--- config.mk ---
export PLATFORM = sky130hd
export DESIGN_NAME = bitfield_mask
export DESIGN_NICKNAME = d
export VERILOG_FILES = /design/src/rtl/bitfield_mask.sv
export SDC_FILE = /design/constraint.sdc
export NUM_CORES = 1
export LEC_CHECK = 0
export ABC_AREA = 0
export CORE_UTILIZATION = 50
export CTS_CLUSTER_DIAMETER = 100
export DETAILED_ROUTE_END_ITERATION = 6
export PLACE_DENSITY = 0.68
export SYNTH_ARGS = -nofsm -noshare
export SYNTH_HDL_FRONTEND = slang
export SYNTH_SLANG_ARGS = --single-unit
--- constraint.sdc ---
create_clock -name clk -period 11.7 [get_ports clk]
set_input_delay 2.34 -clock clk [delete_from_list [all_inputs] [get_ports clk]]
set_output_delay 2.34 -clock clk [all_outputs]
set_load 0.05 [all_outputs]
--- src/rtl/bitfield_mask.sv ---
// Two-stage mask generator / field extractor with valid/ready on both sides.
// Stage 1 builds the mask and field width; stage 2 selects the result and its popcount.
module bitfield_mask #(
  parameter int W  = 16,
  parameter int CW = 4
) (
  input  logic          clk,
  input  logic          rst_n,
  input  logic          in_valid,
  output logic          in_ready,
  input  logic [1:0]    mode,
  input  logic [CW-1:0] lo,
  input  logic [CW-1:0] hi,
  input  logic          inv,
  input  logic [W-1:0]  din,
  output logic          out_valid,
  input  logic          out_ready,
  output logic [W-1:0]  dout,
  output logic [CW:0]   ones
);

  localparam logic [1:0] MODE_SEL     = 2'b00;
  localparam logic [1:0] MODE_LOW     = 2'b01;
  localparam logic [1:0] MODE_RANGE   = 2'b10;
  localparam logic [1:0] MODE_EXTRACT = 2'b11;

  logic          s1_valid;
  logic [W-1:0]  s1_m;
  logic [W-1:0]  s1_din;
  logic [1:0]    s1_mode;
  logic [CW-1:0] s1_lo;
  logic [CW:0]   s1_fw;
  logic          s2_valid;

  logic          s2_can_load;
  logic          s1_advance;
  logic [W-1:0]  gen_m;
  logic [CW:0]   fw_c;
  logic [W-1:0]  field_mask;
  logic [W-1:0]  res_c;
  logic [CW:0]   ones_c;

  assign s2_can_load = out_ready | ~s2_valid;
  assign s1_advance  = s1_valid & s2_can_load;
  assign in_ready    = ~s1_valid | s2_can_load;
  assign out_valid   = s2_valid;

  always_comb begin
    gen_m = '0;
    for (int i = 0; i < W; i++) begin
      case (mode)
        MODE_SEL: gen_m[i] = (i == int'(lo));
        MODE_LOW: gen_m[i] = (i < int'(lo));
        default:  gen_m[i] = (i >= int'(lo)) && (i <= int'(hi));
      endcase
    end
    if (inv && (mode != MODE_EXTRACT)) gen_m = ~gen_m;
  end

  // An inverted range (lo > hi) is an empty field, never a wrap-around.
  assign fw_c = (hi >= lo) ? ({1'b0, hi} - {1'b0, lo} + {{CW{1'b0}}, 1'b1}) : '0;

  always_comb begin
    field_mask = '0;
    for (int i = 0; i < W; i++) field_mask[i] = (i < int'(s1_fw));
  end

  assign res_c = (s1_mode == MODE_EXTRACT) ? ((s1_din >> s1_lo) & field_mask) : s1_m;

  always_comb begin
    ones_c = '0;
    for (int i = 0; i < W; i++) ones_c = ones_c + {{CW{1'b0}}, res_c[i]};
  end

  always_ff @(posedge clk or negedge rst_n) begin
    if (!rst_n) begin
      s1_valid <= 1'b0;
      s1_m     <= '0;
      s1_din   <= '0;
      s1_mode  <= MODE_SEL;
      s1_lo    <= '0;
      s1_fw    <= '0;
    end else if (in_ready) begin
      s1_valid <= in_valid;
      if (in_valid) begin
        s1_m    <= gen_m;
        s1_din  <= din;
        s1_mode <= mode;
        s1_lo   <= lo;
        s1_fw   <= fw_c;
      end
    end
  end

  // dout/ones only move when stage 2 is free to load, so a stalled beat holds.
  always_ff @(posedge clk or negedge rst_n) begin
    if (!rst_n) begin
      s2_valid <= 1'b0;
      dout     <= '0;
      ones     <= '0;
    end else if (s2_can_load) begin
      s2_valid <= s1_valid;
      if (s1_advance) begin
        dout <= res_c;
        ones <= ones_c;
      end
    end
  end

endmodule

# Word level (Yosys, flattened, before mapping)
# Index checks and enable logic that the tools add are counted.
# W data, S select, Z words.
# op_classes
n_addsub	17
magnitude_cmp	62
n_eq_ne	18
n_shift	1
muxes	19
bitwise	7
n_reduce_logical	19
# ops
cell	n
$add A5 B1 Y5	11
$lt A4 B5 Y1 const A	8
$eq A4 B4 Y1 const A	8
$le A4 B4 Y1 const A	8
$mux W16	2
$pmux W1 S2	16
$ge A4 B4 Y1 const A	7
$lt A4 B4 Y1 const A	7
$lt A3 B5 Y1 const A	4
$and A16 B16 Y16	1
$eq A3 B4 Y1 const A	4
$ge A3 B4 Y1 const A	4
$le A3 B4 Y1 const A	4
$lt A3 B4 Y1 const A	4
$not A16 Y16	1
$shr A16 B4 Y16	1
$logic_and A1 B1 Y1	15
$lt A1 B5 Y1 const A	2
$lt A2 B5 Y1 const A	2
$eq A2 B4 Y1 const A	2
$ge A1 B4 Y1 const A	2
$ge A2 B4 Y1 const A	2
$le A2 B4 Y1 const A	2
$lt A1 B4 Y1 const A	2
other kinds (20)	24
# word_totals
regBits	66
out_inout_bits	23

# Longest topological paths before layout
# depth
ltp_word	18
mapped_depth	19
depth_no_buf	17

# Least setup slack after synthesis
# No wires, ideal clock.
# synth_path
path_type	in2out
start	input port out_ready
end	output port in_ready
arrival_ps	2839
required_time_ps	9360
setup_slack_ps	6521
path_stages	1
path_cell_list	nand3b_1
# synth_between
elab_chain_len	2
# synth_rtl
item	line	text
start: declaration	17	input logic out_ready,
$or A1 B1 Y1	43	assign s2_can_load = out_ready | ~s2_valid;
$or A1 B1 Y1	45	assign in_ready = ~s1_valid | s2_can_load;
end: declaration	10	output logic in_ready,
# Every way passes these cells.

# Worst setup path in the final report
# Ends and elaborated chain as after synthesis.

==> results.py <==
metrics = {
    "synthesis": {
        "synth-edff-count": 0,
        "yosysUniqueCellTypes": 64,
        "syn_inst": 572,
        "syn-num-nets": 629,
        "synth_ff_type": "dfrtp_1",
        "yosys_register_bits": 66,
        "synth_warnings": 0,
        "yosysSeqAreaShare_pct": 34.06,
        "syn-cell-area_mm2": 0.004850,
        "synthArstFlopShare_pct": 100.0,
        "avgSynthCellArea_um2": 8.478,
    },
    "placed_design": {
        "place.gp.congestion": 0.8964,
        "io_buffers": 53,
        "hpwl_um": 8461,
    },
    "timing": {
        "fmax_mhz": 163.2,
        "hold_viol": 0,
        "worst_slew_pin_slew_ns": 1.082,
        "relSlewSlack_pct": 27.83,
        "setup_viol": 0,
        "period_needed_ns": 6.126,
        "rsz0062_at_grt": "false",
        "fin_setup_tns_ns": 0,
        "fin_worst_skew_ns": 0.01313,
        "min_period_over_period_pct": 52.36,
        "maxSlewViolCount": 0,
    },
    "cts": {
        "clkSlewWorstSetupHoldPaths_ns": 0.07,
        "hold_buffers": 0,
        "cts_buffer_depth": 2,
        "cts_resized": 0,
        "post_cts_buffers": 0,
        "cts_sinks": 66,
        "clock-root-buffer": "clkbuf_8",
        "cts_buffers": 9,
        "htree_num_levels": 3,
        "clock_latency_ns": 0.35,
        "cts_tree": "built",
    },
    "global_route": {
        "grt_max_degree": 67,
        "grt.total_usage_pct": 25.15,
        "overflow": 0,
        "grt_pass1_wl_um": 19890,
        "antenna_found_initial": 0,
        "first_global_vias": 3987,
    },
    "worst_setup_path": {
        "cp.required_ns": 9.36,
        "worst_setup_path_start_kind": "input port",
        "critical_path_class": "input port to output pin",
        "cp_max_fo": 4,
        "arrival_ns": 3.79,
        "end_kind": "output pin",
    },
    "route": {
        "routed_wl_um": 11610,
        "vias": 4235,
        "drc": 0,
        "first_pass_iters": 5,
        "ant_nets": 0,
        "drt_iter0_markers": 331,
        "vias_per_cell": 5.817,
        "wl_per_cell_um": 15.95,
    },
    "floorplan": {
        "die_y_um": 100.5,
        "core_area_mm2": 0.009328,
        "ioPinCount": 54,
        "die-area_mm2": 0.01010,
        "die_width_um": 100.5,
        "num_rows": 35,
        "start_util_pct": 51.99,
    },
    "power_and_ir_drop": {
        "p_leak_nw": 2.417,
        "ir_worst_vdd_mv": 0.1099,
        "power_per_cell_area_mw_per_mm2": 188.4,
    },
    "run": {
        "max-cap-violations": 0,
    },
    "finish": {
        "synthToLayoutAreaGrowth_pct": 14.68,
        "post-route-util_pct": 59.62,
        "antenna_cells": 0,
        "final.fill_count": 864,
        "layout.nets": 652,
        "drive_gt1_share_pct": 6.511,
    },
    "hold_path": {
        "hold_class": "register to register",
    },
    "run_status": {
        "outcome": "finished clean",
    },
}
[final cells by class]
type                            instances  area [um^2]  area share, %
Timing Repair Buffer                   56        548.0          9.854
Inverter                               24        90.09          1.620
Tap cell                              129        161.4          2.902
Sequential cell                        66         1652          29.70
Multi-Input combinational cell        438         2918          52.46
Clock buffer                           10        137.6          2.475
Clock inverter                          5        55.05         0.9899
[where the power goes]
| group | switching, mW | leakage, nW | internal, mW | total, mW |
|---|---|---|---|---|
| combinational | 0.313 | 1.50 | 0.223 | 0.536 |
| sequential | 0.0475 | 0.819 | 0.275 | 0.322 |
| clock | 0.0872 | 0.0941 | 0.102 | 0.189 |
[worst max-delay path: stages]
cell             delay [ns]
clkdlybuf4s50_1        0.46
nand3b_1               0.16
clkdlybuf4s50_1        0.82
[stage by stage]
stage | total power, mW | setup slack (ns) | std cells | area [um^2] | hold slack, ns
after CTS | 1.059 | 5.572 | 728 | 5562 | 0.4793
after global placement | 0.8433 | 5.593 | 713 | 5369 | 0.4580
final | 1.048 | 5.574 | 728 | 5562 | 0.4760
after global routing | 1.151 | 5.517 | 728 | 5562 | 0.4952
after floorplan | 0.7172 | 6.521 | 572 | 4850 | 0.4450
after detailed placement | 0.8685 | 5.576 | 713 | 5369 | 0.4615
[synth_stat cells, types with 3 or more instances]
master     count  share of area (%)
and2_1         3               0.39
nand2b_1      10                1.3
a21o_1         5               0.77
o211ai_1       4               0.62
buf_1          3               0.23
nor3_1         5               0.52
a22oi_1        5               0.77
xor2_1        11                2.0
o21a_1         3               0.46
fa_1          12                5.0
nand4_1        4               0.52
o221ai_1       3               0.54
a211oi_1       4               0.62
dfrtp_1       66                 34
xnor2_1       10                1.8
a211o_1        3               0.54
nor2_1        22                1.7
o22ai_1        3               0.39
mux2i_1       17                3.5
mux2_2        12                2.8
or3_1          3               0.39
a2111oi_0      3               0.54
mux4_2         3                1.4
ha_1          14                3.6
o2111ai_1      3               0.54
o31ai_1        5               0.77
nand3b_1       5               0.77
a32o_1         5                1.0
buf_2          5               0.52
inv_1         24                1.9
a21oi_1       18                1.9
clkbuf_1      33                2.6
nand3_1       12                1.2
nand2_1      135                 10
nor2b_1        7               0.90
a31oi_1        7               0.90
o21ai_0       47                4.9
[kinds of logic (layout without fill, tap and decap cells)]
kind of cell	after synthesis	count (layout)	share of synthesized area, %
and+or+nand+nor	216	216	19.66
AOI/OAI and AO/OA	140	140	19.30
buffers and inverters	68	95	5.779
DFF	66	66	34.06
muxes	35	35	8.849
adders and majority gates	26	26	8.566
xor gates and xnor gates	21	21	3.792
[per-layer routing]
layer / track usage (%) / part of all wire [%] / vias to the layer above
li1: - / - / 2063
met1: 36.05 / 47 / 2014
met2: 39.88 / 46 / 142
met3: 2.913 / 5.4 / 16
met4: 8.027 / 1.6 / 0
met5: 0 / 0 / -
[state kept, by name, indices dropped and copies added, names as in the netlist]
| signal | flops |
|---|---|
| s1_valid | 1 |
| ones | 5 |
| s1_din | 16 |
| s1_fw | 5 |
| s1_m | 16 |
| dout | 16 |
| s1_mode | 2 |
| out_valid | 1 |
| s1_lo | 4 |
[placed cells by master, fill, tap and decap left out, drive strengths merged, types with 5 or more instances in the layout]
cell and instances:
nand2 135, dfrtp 66, clkdlybuf4s50 52, o21ai 47, inv 24, nor2 22
a21oi 18, mux2i 17, ha 14, mux2 14, nand3 12, fa 12
xor2 11, nand2b 10, xnor2 10, clkbuf 10, nor2b 7, a31oi 7
a21o 5, nand3b 5, a32o 5, a22oi 5, o31ai 5, nor3 5
[path summary, 6_finish.rpt]
check                          start   endpoint  slack [ns]  cells past startpoint
min in group asynchronous      rst_n  s1_din[9]        2.17                      2
max                        out_ready   in_ready        5.57                      3
min                          ones[0]    ones[0]        0.48                      2
max reg2reg                 s1_lo[1]    ones[4]        6.19                     16
min reg2reg                  ones[0]    ones[0]        0.48                      2
max in group asynchronous      rst_n   s1_fw[2]        8.97                      2
No activity file was read; power rests on OpenSTA's default activity.
